==> config.mk <==
export PLATFORM = sky130hd
export DESIGN_NAME = ram_rr_arbiter
export DESIGN_NICKNAME = d
export VERILOG_FILES = /design/src/rtl/ram_rr_arbiter_pkg.sv /design/src/rtl/ram_rr_arbiter_rr_pick2.sv /design/src/rtl/ram_rr_arbiter.sv
export SDC_FILE = /design/constraint.sdc
export NUM_CORES = 1
export LEC_CHECK = 0
export BUFFER_PORTS_ARGS = -buffer_cell sky130_fd_sc_hd__buf_2
export CAP_MARGIN = 0
export CORE_MARGIN = 4
export CORE_UTILIZATION = 53
export CTS_BUF_LIST = sky130_fd_sc_hd__clkbuf_2 sky130_fd_sc_hd__clkbuf_4 sky130_fd_sc_hd__clkbuf_8
export DETAILED_ROUTE_END_ITERATION = 12
export GPL_TIMING_DRIVEN = 1
export PLACE_DENSITY = 0.95
export SETUP_SLACK_MARGIN = 0.15
export SLEW_MARGIN = 20
export SYNTH_ARGS = -nofsm -noshare
export SYNTH_HDL_FRONTEND = slang
export SYNTH_SLANG_ARGS = --single-unit
==> constraint.sdc <==
create_clock -name clk -period 2 [get_ports clk]
set_input_delay 0.2 -clock clk [delete_from_list [all_inputs] [get_ports clk]]
set_output_delay 0.2 -clock clk [all_outputs]
set_load 0.05 [all_outputs]
==> src/rtl/ram_rr_arbiter_pkg.sv <==
// Shared definitions for the two-port RAM round-robin arbiter: FSM state
// encodings and default widths.
package ram_rr_arbiter_pkg;

  localparam int DATA_W_DEF = 4;
  localparam int ADDR_W_DEF = 2;

  typedef enum logic [1:0] {
    ST_IDLE   = 2'd0,
    ST_ACCESS = 2'd1,
    ST_VERIFY = 2'd2,
    ST_RESP   = 2'd3
  } arb_state_t;

endpackage

==> src/rtl/ram_rr_arbiter_rr_pick2.sv <==
// Combinational 2-way round-robin picker: a lone requester wins, a contest
// goes to the side that was not served last.
module rr_pick2 (
  input  logic req0,
  input  logic req1,
  input  logic last,
  output logic win,
  output logic valid
);

  always_comb begin
    valid = req0 | req1;
    win   = (req0 & req1) ? ~last : req1;
  end

endmodule

==> src/rtl/ram_rr_arbiter.sv <==
// Two-port round-robin arbiter/sequencer for the word-organised RAM array.
// Optional write-verify pass enabled by defining RAM_ARB_VERIFY_EN.
module ram_rr_arbiter
  import ram_rr_arbiter_pkg::*;
#(
  parameter  int DATA_W = DATA_W_DEF,
  parameter  int ADDR_W = ADDR_W_DEF,
  localparam int WORDS  = 2**ADDR_W
) (
  input  logic              clk,
  input  logic              reset,
  input  logic              req0,
  input  logic              req1,
  input  logic              we0,
  input  logic              we1,
  input  logic [ADDR_W-1:0] addr0,
  input  logic [ADDR_W-1:0] addr1,
  input  logic [DATA_W-1:0] wdata0,
  input  logic [DATA_W-1:0] wdata1,
  output logic              gnt0,
  output logic              gnt1,
  output logic              ack0,
  output logic              ack1,
  output logic [DATA_W-1:0] rdata,
  output logic              err,
  output logic [WORDS-1:0]  ram_sel,
  output logic              ram_rw,
  output logic [DATA_W-1:0] ram_din,
  input  logic [DATA_W-1:0] ram_dout
);

  arb_state_t        state;
  logic              last;
  logic              cur;
  logic              cur_we;
  logic              pick_win;
  logic              pick_valid;
  logic              sel_we;
  logic [ADDR_W-1:0] sel_addr;
  logic [DATA_W-1:0] sel_wdata;

  rr_pick2 u_pick (
    .req0  (req0),
    .req1  (req1),
    .last  (last),
    .win   (pick_win),
    .valid (pick_valid)
  );

  always_comb begin
    sel_we    = pick_win ? we1    : we0;
    sel_addr  = pick_win ? addr1  : addr0;
    sel_wdata = pick_win ? wdata1 : wdata0;
  end

`ifdef RAM_ARB_VERIFY_EN
  logic err_q;
  assign err = err_q;
`else
  assign err = 1'b0;
`endif

  // ram_sel/ram_din are registered at the grant edge so they are stable a full
  // cycle before the write edge; ram_din doubles as the latched write data.
  always_ff @(posedge clk or posedge reset) begin
    if (reset) begin
      state   <= ST_IDLE;
      last    <= 1'b1;
      cur     <= 1'b0;
      cur_we  <= 1'b0;
      gnt0    <= 1'b0;
      gnt1    <= 1'b0;
      ack0    <= 1'b0;
      ack1    <= 1'b0;
      ram_sel <= '0;
      ram_din <= '0;
      rdata   <= '0;
`ifdef RAM_ARB_VERIFY_EN
      err_q   <= 1'b0;
`endif
    end else begin
      ack0 <= 1'b0;
      ack1 <= 1'b0;
      case (state)
        ST_IDLE: begin
          if (pick_valid) begin
            cur     <= pick_win;
            cur_we  <= sel_we;
            gnt0    <= ~pick_win;
            gnt1    <= pick_win;
            ram_sel <= {{(WORDS-1){1'b0}}, 1'b1} << sel_addr;
            ram_din <= sel_wdata;
            state   <= ST_ACCESS;
          end
        end
        ST_ACCESS: begin
          if (!cur_we) rdata <= ram_dout;
`ifdef RAM_ARB_VERIFY_EN
          if (cur_we) begin
            state <= ST_VERIFY;
          end else begin
            state <= ST_RESP;
            ack0  <= ~cur;
            ack1  <= cur;
          end
`else
          state <= ST_RESP;
          ack0  <= ~cur;
          ack1  <= cur;
`endif
        end
`ifdef RAM_ARB_VERIFY_EN
        ST_VERIFY: begin
          if (ram_dout != ram_din) err_q <= 1'b1;
          state <= ST_RESP;
          ack0  <= ~cur;
          ack1  <= cur;
        end
`endif
        ST_RESP: begin
          gnt0    <= 1'b0;
          gnt1    <= 1'b0;
          ram_sel <= '0;
          last    <= cur;
          state   <= ST_IDLE;
        end
        default: state <= ST_IDLE;
      endcase
    end
  end

  // Write strobe rises mid-ACCESS and falls mid-following-state, so the
  // array's clk&rw gate opens only around the posedge that ends ACCESS.
  always_ff @(negedge clk or posedge reset) begin
    if (reset) ram_rw <= 1'b0;
    else       ram_rw <= (state == ST_ACCESS) && cur_we;
  end

endmodule
==> results of run 1 <==
## power by group through the flow
stage / Combinational (mW) / Sequential (mW) / Clock (mW)
final: 1.36 / 0.771 / 0.341
after CTS: 1.29 / 0.771 / 0.336
after floorplan: 0.450 / 1.28 / 0
after detailed placement: 1.20 / 0.784 / 0
after global routing: 1.42 / 0.793 / 0.367
after global placement: 1.18 / 0.769 / 0
## how the worst max path moves through the flow
stage | depth (start not counted) | end | start
floorplan | 0 | ram_rw | ram_rw
detailed placement | 3 | ram_rw | state[1]
CTS | 1 | ram_rw | ram_rw
finish | 1 | ram_rw | ram_rw
global route | 1 | ram_rw | ram_rw
global placement | 3 | ram_rw | state[1]
## cell families (layout without fill, tap and decap cells)
| logic type | Yosys count | after routing | share of synthesized area, % |
|---|---|---|---|
| AND/OR/NAND/NOR | 24 | 24 | 11.1 |
| other | 1 | 1 | 0.362 |
| flip-flops | 22 | 22 | 53.3 |
| buffers and inverters | 6 | 54 | 3.99 |
| multiplexers | 26 | 26 | 29.4 |
| AO/OA/AOI/OAI | 1 | 1 | 1.81 |
## routing by layer
metal | GRT usage (%) | part of all wire [%]
met1 | 21.6 | 38
met4 | 11.1 | 3.4
met5 | 0 | 0
met3 | 1.42 | 2.9
met2 | 34.1 | 55
## state kept, by name (all words and copies together), names as in the netlist, 2 cells and up
register,count
ram_din,4
ram_sel,4
rdata,4
state,2
## synth_stat cells
master | number | share of area (%)
a21boi_4 | 1 | 1.8
and2_1 | 2 | 1.2
buf_4 | 1 | 0.73
buf_6 | 2 | 2.2
conb_1 | 1 | 0.36
dfrtn_1 | 1 | 2.4
dfrtp_1 | 20 | 48
dfstp_2 | 1 | 2.5
inv_1 | 3 | 1.1
mux2_2 | 11 | 12
mux2_4 | 6 | 8.7
mux2i_1 | 9 | 8.7
nand2_1 | 9 | 3.3
nand2b_1 | 1 | 0.60
nor2_1 | 6 | 2.2
nor2b_1 | 4 | 2.4
nor3_1 | 1 | 0.48
nor3_2 | 1 | 0.97
## per-stage QoR
step	setup WS [ns]	setup TNS, ns	util (%)	instances
after floorplan	0.149	0	-	80
after global placement	0.132	0	70.0	142
after detailed placement	0.0979	0	70.0	142
after CTS	-0.0768	-0.0768	75.2	150
after global routing	-0.102	-0.102	76.6	153
final	-0.0750	-0.0750	76.6	153
## layout make-up
class                           count  area share [%]
Clock buffer                        3            1.65
Tap cell                           25            2.29
Sequential cell                    22            40.4
Timing Repair Buffer               47            19.5
Clock inverter                      1            2.20
Multi-Input combinational cell     52            33.1
Inverter                            3           0.825
## repair_timing
item,CTS,global route
endpoints found under the hold margin,20,0
setup buffers,3,3
hold buffers,1,0
endpoints found under the setup margin,2,2
gates resized for setup,3,1
==> out/results.ini, run 1 <==
[finish]
nets=151
diodes=0
fillers=109
stdcell_area_mm2=0.00137
layout-drive-gt1-share_pct=57.0
multiInputGateArea_um2=452
layout_commonest_cell=buf_2
area_growth_pct=31.9
seq_area_um2=552
final_cell_mix=buf_2 (37), dfrtp_1 (20), mux2_2 (11), nand2_1 (9), mux2i_1 (9)

[clock_network]
insertion_delay_ns=0.31
cts-root-buf=clkbuf_4
htreeDepth=1
cts_num_sinks=22
cts_buffer_depth=2
cts_buffers=3
clkTransAtPathRegs_ns=0.12
cts_tree=yes

[worst_hold_path]
whs_endpoint=rdata[1]
hold_class=in -> reg
holdPathStages=2
min_from=ram_dout[1]

[power]
p_int_mw=1.35
power_mw=2.47
switching_share_pct=45.1
sequentialPowerShare_pct=31.3
cellLeakagePower_nw=0.705
p_clk_share_pct=13.8
ir_worst_vdd_uv=1080
comb_power_share_pct=54.9
power_density_mw_per_mm2=1810
p_sw_mw=1.11

[critical_path]
r2r-start=state[0]
start_kind=flop
r2r_end=ram_rw
cp_slowest_cell=dfrtn_1
reg2reg_depth=3
crit_chain=buf_6
critPathArrivalTime_ns=1.88
worstPathRequired_ns=1.80
regToRegSetupSlack_ns=0.15
cp_top_family=flip-flops
crit_buf_inv=1
slowest_delay_ns=0.42
crit_fanout=1
crit_path_end_kind=output pin
critical_path_class=reg -> out

[global_routing]
antenna_found_initial=0
grt_pass1_vias=829
grt_use_total_pct=18.9
grt_pass1_wl_um=3680
grt-ovfl-total=0
grt_max_degree=22

[place]
dp_hpwl_um=1600
gp_congestion=0.779
io_buffers=38
dpl_cell_area_mm2=0.00125

[floorplan]
die_area_mm2=0.00272
row_count=15
fp.dieH_um=52.2
start_util_pct=58.0
die_w_um=52.2
core_area_mm2=0.00178
ioPinCount=40

[drt]
dr_total_vias=775
drtIter0Drc=4
dr.pass1.iters=4
ant_nets=0
avgRoutedWirePerCell_um=15.5
route.detailed.drc=0
via_per_inst=5.07
wirelength_um=2370

[outcome]
status=complete, but fails checks
violations=setup timing

[timing]
fin_worst_hold_slack_ns=0.124
rsz0062_at_grt=yes
slew_violations=0
hold_viol=0
finClkSkew_ns=0.00815
setup_viol=1
setup_slack_ns=-0.0750

[synthesis]
synthCells=80
synth_warnings=0
ys_ff_latch=22
ys_seq_area_share_pct=53.3
post_synth_num_cell_types=18
synth_fp_nets=102
syn_area_mm2=0.00103
synth_area_per_cell_um2=12.9

[job]
maxCapViolations=0

No activity file was read; power rests on OpenSTA's default activity.
==> inputs of run 2 (changes only) <==
--- a/config.mk
+++ b/config.mk
@@ -8,13 +8,12 @@
 export BUFFER_PORTS_ARGS = -buffer_cell sky130_fd_sc_hd__buf_2
 export CAP_MARGIN = 0
 export CORE_MARGIN = 4
-export CORE_UTILIZATION = 53
+export CORE_UTILIZATION = 35
 export CTS_BUF_LIST = sky130_fd_sc_hd__clkbuf_2 sky130_fd_sc_hd__clkbuf_4 sky130_fd_sc_hd__clkbuf_8
 export DETAILED_ROUTE_END_ITERATION = 12
 export GPL_TIMING_DRIVEN = 1
-export PLACE_DENSITY = 0.95
+export PLACE_DENSITY = 0.73
 export SETUP_SLACK_MARGIN = 0.15
-export SLEW_MARGIN = 20
 export SYNTH_ARGS = -nofsm -noshare
 export SYNTH_HDL_FRONTEND = slang
 export SYNTH_SLANG_ARGS = --single-unit
==> run 2 against run 1 <==
The run still ends with setup timing left. Final cell count is 3.3% higher. Sequential share of layout area is 0.56 points higher. Clock skew is 0.00062 ns higher. Register-to-register slack better by 0.03 ns. Critical path depth stayed put. Die area is 43% higher. Global-route usage is 8.0 points lower. Combinational power is 4% lower.
==> out/results.ini, run 2 (synthesis gave the netlist of run 1 again) <==
[outcome]
status=complete, but fails checks
violations=setup timing

[power]
cellLeakagePower_nw=0.692
sequentialPowerShare_pct=33.2
power_mw=2.31
comb_power_share_pct=56.3
switching_share_pct=46.2
p_sw_mw=1.07
ir_worst_vdd_uv=1080
power_density_mw_per_mm2=1710
p_int_mw=1.24
p_clk_share_pct=10.5

[finish]
layout-drive-gt1-share_pct=55.9
layout_commonest_cell=buf_2
final_cell_mix=buf_2 (37), dfrtp_1 (20), mux2_2 (11), nand2_1 (9), mux2i_1 (9)
reg.largest.list=ram_din x4, ram_sel x4, rdata x4
nets=150
layout.cells.non_filler=158
fillers=255
area_growth_pct=30.1
diodes=0

[timing]
setup_viol=1
setup_tns_ns=-0.0652
slew_violations=0
setup_slack_ns=-0.0652
rsz0062_at_grt=yes
fin_worst_hold_slack_ns=0.122
hold_viol=0
finClkSkew_ns=0.00877

[critical_path]
crit_path_end_kind=output pin
critical_path_class=reg -> out
cp_top_family=flip-flops
slowest_delay_ns=0.41
crit_fanout=1
r2r-start=state[0]
cp_slowest_cell=dfrtn_1
critPathArrivalTime_ns=1.87
crit_buf_inv=1
start_kind=flop
reg2reg_depth=3
worstPathRequired_ns=1.80
crit_chain=buf_6
regToRegSetupSlack_ns=0.18
r2r_end=ram_rw

[worst_hold_path]
min_from=ram_dout[0]
hold_class=in -> reg
whs_endpoint=rdata[0]
holdPathStages=2

[clock_network]
insertion_delay_ns=0.30
htreeDepth=1
cts_buffers=3
cts-root-buf=clkbuf_4
clkTransAtPathRegs_ns=0.11
cts_num_sinks=22
cts_tree=yes
cts_buffer_depth=2

[global_routing]
antenna_found_initial=0
grt-ovfl-total=0
grt_pass1_wl_um=3440
grt_max_degree=22
grt_pass1_vias=770
grt_use_total_pct=10.8

[drt]
dr_total_vias=730
avgRoutedWirePerCell_um=13.0
dr.pass1.iters=2
via_per_inst=4.62
wirelength_um=2050
ant_nets=0
route.detailed.drc=0
drtIter0Drc=19

[floorplan]
row_count=19
die_area_mm2=0.00389
core_area_mm2=0.00278
ioPinCount=40
fp.dieH_um=62.4
start_util_pct=37.2
die_w_um=62.4

[place]
place_inst=148
io_buffers=38
dp_hpwl_um=1530
gp_congestion=0.639

[job]
maxCapViolations=0

run 2: cell types whose count changed in the layout (fill, tap and decap cells not counted):
cell / before / now
bufinv_16: 1 / 0
and2_1: 1 / 2
buf_4: 8 / 7
clkbuf_8: 0 / 1
and2_4: 1 / 0
run 2: how the worst max path moves through the flow:
stage,to,cells past startpoint,startpoint
after CTS,ram_rw,1,ram_rw
final,ram_rw,1,ram_rw
after global routing,ram_rw,1,ram_rw
after floorplan,ram_rw,0,ram_rw
after detailed placement,ram_rw,3,state[1]
after global placement,ram_rw,3,state[1]
run 2: layer usage:
| layer | up-vias | routed length (µm) | global-route usage (%) |
|---|---|---|---|
| met5 | - | 0 | 0 |
| li1 | 358 | - | - |
| met4 | 0 | 19 | 2.39 |
| met3 | 2 | 146 | 4.14 |
| met2 | 27 | 964 | 17.5 |
| met1 | 343 | 919 | 13.8 |
run 2: area by class of cell:
class	instances	area [µm²]	area share, %
sequential	22	552	41.0
multi-input combinational	52	449	33.4
tap	31	38.8	2.88
inverter	3	11.3	0.836
timing repair buffer	46	259	19.2
clock buffer	4	36.3	2.70
run 2: power by group through the flow:
stage / Combinational [mW] / Sequential (mW) / Clock [mW]
2_1_floorplan: 0.450 / 1.28 / 0
3_3_place_gp: 1.18 / 0.774 / 0
3_5_place_dp: 1.20 / 0.786 / 0
4_1_cts: 1.27 / 0.769 / 0.250
5_1_grt: 1.38 / 0.799 / 0.268
6_report: 1.30 / 0.767 / 0.242
run 2: repair_timing:
item,in CTS,in global routing
hold buffers,1,0
endpoints found under the setup margin,2,2
pin swaps,0,1
gates resized for setup,3,0
hold endpoints to repair,20,0
buffers inserted,3,2
run 2: stage by stage:
step	cell area (µm²)	setup WS, ns	util, %
4_1_cts	1330	-0.0763	47.9
5_1_grt	1350	-0.0990	48.4
3_5_place_dp	1260	0.111	45.2
6_report	1350	-0.0652	48.4
3_3_place_gp	1260	0.129	45.2
2_1_floorplan	1040	0.149	-
==> inputs of run 3 (changes only) <==
--- a/config.mk
+++ b/config.mk
@@ -7,12 +7,14 @@
 export LEC_CHECK = 0
 export BUFFER_PORTS_ARGS = -buffer_cell sky130_fd_sc_hd__buf_2
 export CAP_MARGIN = 0
+export CELL_PAD_IN_SITES_DETAIL_PLACEMENT = 0
+export CELL_PAD_IN_SITES_GLOBAL_PLACEMENT = 2
 export CORE_MARGIN = 4
-export CORE_UTILIZATION = 35
+export CORE_UTILIZATION = 34
 export CTS_BUF_LIST = sky130_fd_sc_hd__clkbuf_2 sky130_fd_sc_hd__clkbuf_4 sky130_fd_sc_hd__clkbuf_8
 export DETAILED_ROUTE_END_ITERATION = 12
 export GPL_TIMING_DRIVEN = 1
-export PLACE_DENSITY = 0.73
+export PLACE_DENSITY = 0.95
 export SETUP_SLACK_MARGIN = 0.15
 export SYNTH_ARGS = -nofsm -noshare
 export SYNTH_HDL_FRONTEND = slang
==> run 3 against run 2 <==
The flow still finishes with violations (setup timing). Wire length up 2.6%. Hold slack better by 0.011 ns. Sequential power about the same. Combinational power up 3%. Critical path depth unchanged. Flip-flop and latch count unchanged. Core utilization down 0.64 points. Clock power down 9.5%. Via count up 1.1%.
==> out/results.ini, run 3 (synthesis gave the netlist of run 1 again) <==
[place]
io_buffers=38
gp_congestion=0.711
dp_hpwl_um=1510
dpl_cell_area_mm2=0.00126
place_ws_ns=0.113

[drt]
wirelength_um=2100
via_per_inst=4.64
dr_total_vias=738
avgRoutedWirePerCell_um=13.2
dr.pass1.iters=4
drtIter0Drc=14
route.detailed.drc=0
ant_nets=0

[critical_path]
slowest_delay_ns=0.42
critical_path_class=reg -> out
worstPathRequired_ns=1.80
startpoint=ram_rw
r2r-start=state[0]
cp_slowest_cell=dfrtn_1
r2r_end=ram_rw
crit_path_end_kind=output pin
critPathArrivalTime_ns=1.87
crit_buf_inv=1
cp_top_family=flip-flops
cp.depth=1
crit_chain=buf_6
start_kind=flop
reg2reg_depth=3
crit_fanout=1
regToRegSetupSlack_ns=0.15
cp-endpoint=ram_rw

[finish]
layout_commonest_cell=buf_2
stdcell_area_mm2=0.00135
diodes=0
layout-drive-gt1-share_pct=57.8
reg.largest.list=ram_din x4, ram_sel x4, rdata x4
utilization_pct=47.8
nets=151
area_growth_pct=30.6
final_cell_mix=buf_2 (37), dfrtp_1 (19), mux2_2 (11), nand2_1 (9), mux2i_1 (9)

[floorplan]
die_area_mm2=0.00399
core_area_mm2=0.00283
fp.dieH_um=63.2
row_count=19
start_util_pct=36.6
ioPinCount=40
die_w_um=63.2

[clock_network]
cts_buffer_depth=2
cts_tree=yes
cts_num_sinks=22
cts_buffers=3
htreeDepth=1
insertion_delay_ns=0.30
cts-root-buf=clkbuf_4
clkTransAtPathRegs_ns=0.11

[timing]
setup_slack_ns=-0.0742
setup_viol=1
hold_viol=0
setup_tns_ns=-0.0742
rsz0062_at_grt=yes
finClkSkew_ns=0.0104
fin_worst_hold_slack_ns=0.133
slew_violations=0

[power]
ir_worst_vdd_uv=589
cellLeakagePower_nw=0.695
power_density_mw_per_mm2=1720

[outcome]
status=complete, but fails checks
violations=setup timing

[global_routing]
grt-ovfl-total=0
grt_pass1_vias=796
antenna_found_initial=0
grt_use_total_pct=11.5
grt_pass1_wl_um=3700
grt_max_degree=22

[job]
maxCapViolations=0

[worst_hold_path]
hold_class=in -> reg

-- run 3: cell types whose count changed in the layout (fill, tap and decap cells not counted) --
| cell | previous run | this run |
|---|---|---|
| clkbuf_4 | 3 | 4 |
| and2_4 | 0 | 1 |
| dfrtp_2 | 0 | 1 |
| and2_1 | 2 | 1 |
| clkbuf_8 | 1 | 0 |
| dfrtp_1 | 20 | 19 |
| buf_4 | 7 | 8 |
-- run 3: worst min path at each step --
stage	slack [ns]	start	depth (start not counted)	end
after floorplan	0.19	reset	1	ack0
after global placement	0.30	reset	3	ram_din[2]
after detailed placement	0.31	reset	3	ram_din[2]
after CTS	0.12	ram_dout[0]	2	rdata[0]
after global routing	0.11	ram_dout[1]	2	rdata[1]
final	0.13	ram_dout[1]	2	rdata[1]
-- run 3: repair_timing --
item,CTS,global route
hold buffers,1,0
gates resized for setup,4,1
hold endpoints to repair,20,0
setup endpoints to repair,2,2
setup buffers,4,2
-- run 3: power breakdown --
group	leakage [nW]	switching, mW	internal [mW]
Clock	0.0184	0.128	0.0911
Sequential	0.269	0.112	0.653
Combinational	0.407	0.835	0.501
-- run 3: stage by stage --
| step | instances | total power [mW] |
|---|---|---|
| 6_report | 159 | 2.32 |
| 4_1_cts | 157 | 2.29 |
| 5_1_grt | 159 | 2.47 |
| 3_5_place_dp | 148 | 1.98 |
| 2_1_floorplan | 80 | 1.73 |
| 3_3_place_gp | 148 | 1.96 |
-- run 3: cell type report --
type	instances	area, µm²
timing repair buffer	47	267
tap	31	38.8
clock buffer	4	30.0
multi-input combinational	52	452
inverter	3	11.3
sequential	22	553
fill	260	1480
-- run 3: worst register-to-register path, cell delays in order (launching register included) --
cell and delay [ns]:
dfrtp_2 0.45, nand2b_4 0.08, inv_2 0.04, and2_4 0.14
-- run 3: layer usage --
| layer | part of all wire [%] | GRT usage, % | up-vias | routed length (µm) |
|---|---|---|---|---|
| met4 | 0 | 3.31 | 0 | 0 |
| li1 | - | - | 359 | - |
| met5 | 0 | 0 | - | 0 |
| met2 | 50 | 18.8 | 25 | 1060 |
| met1 | 42 | 14.6 | 354 | 880 |
| met3 | 7.6 | 3.55 | 0 | 160 |
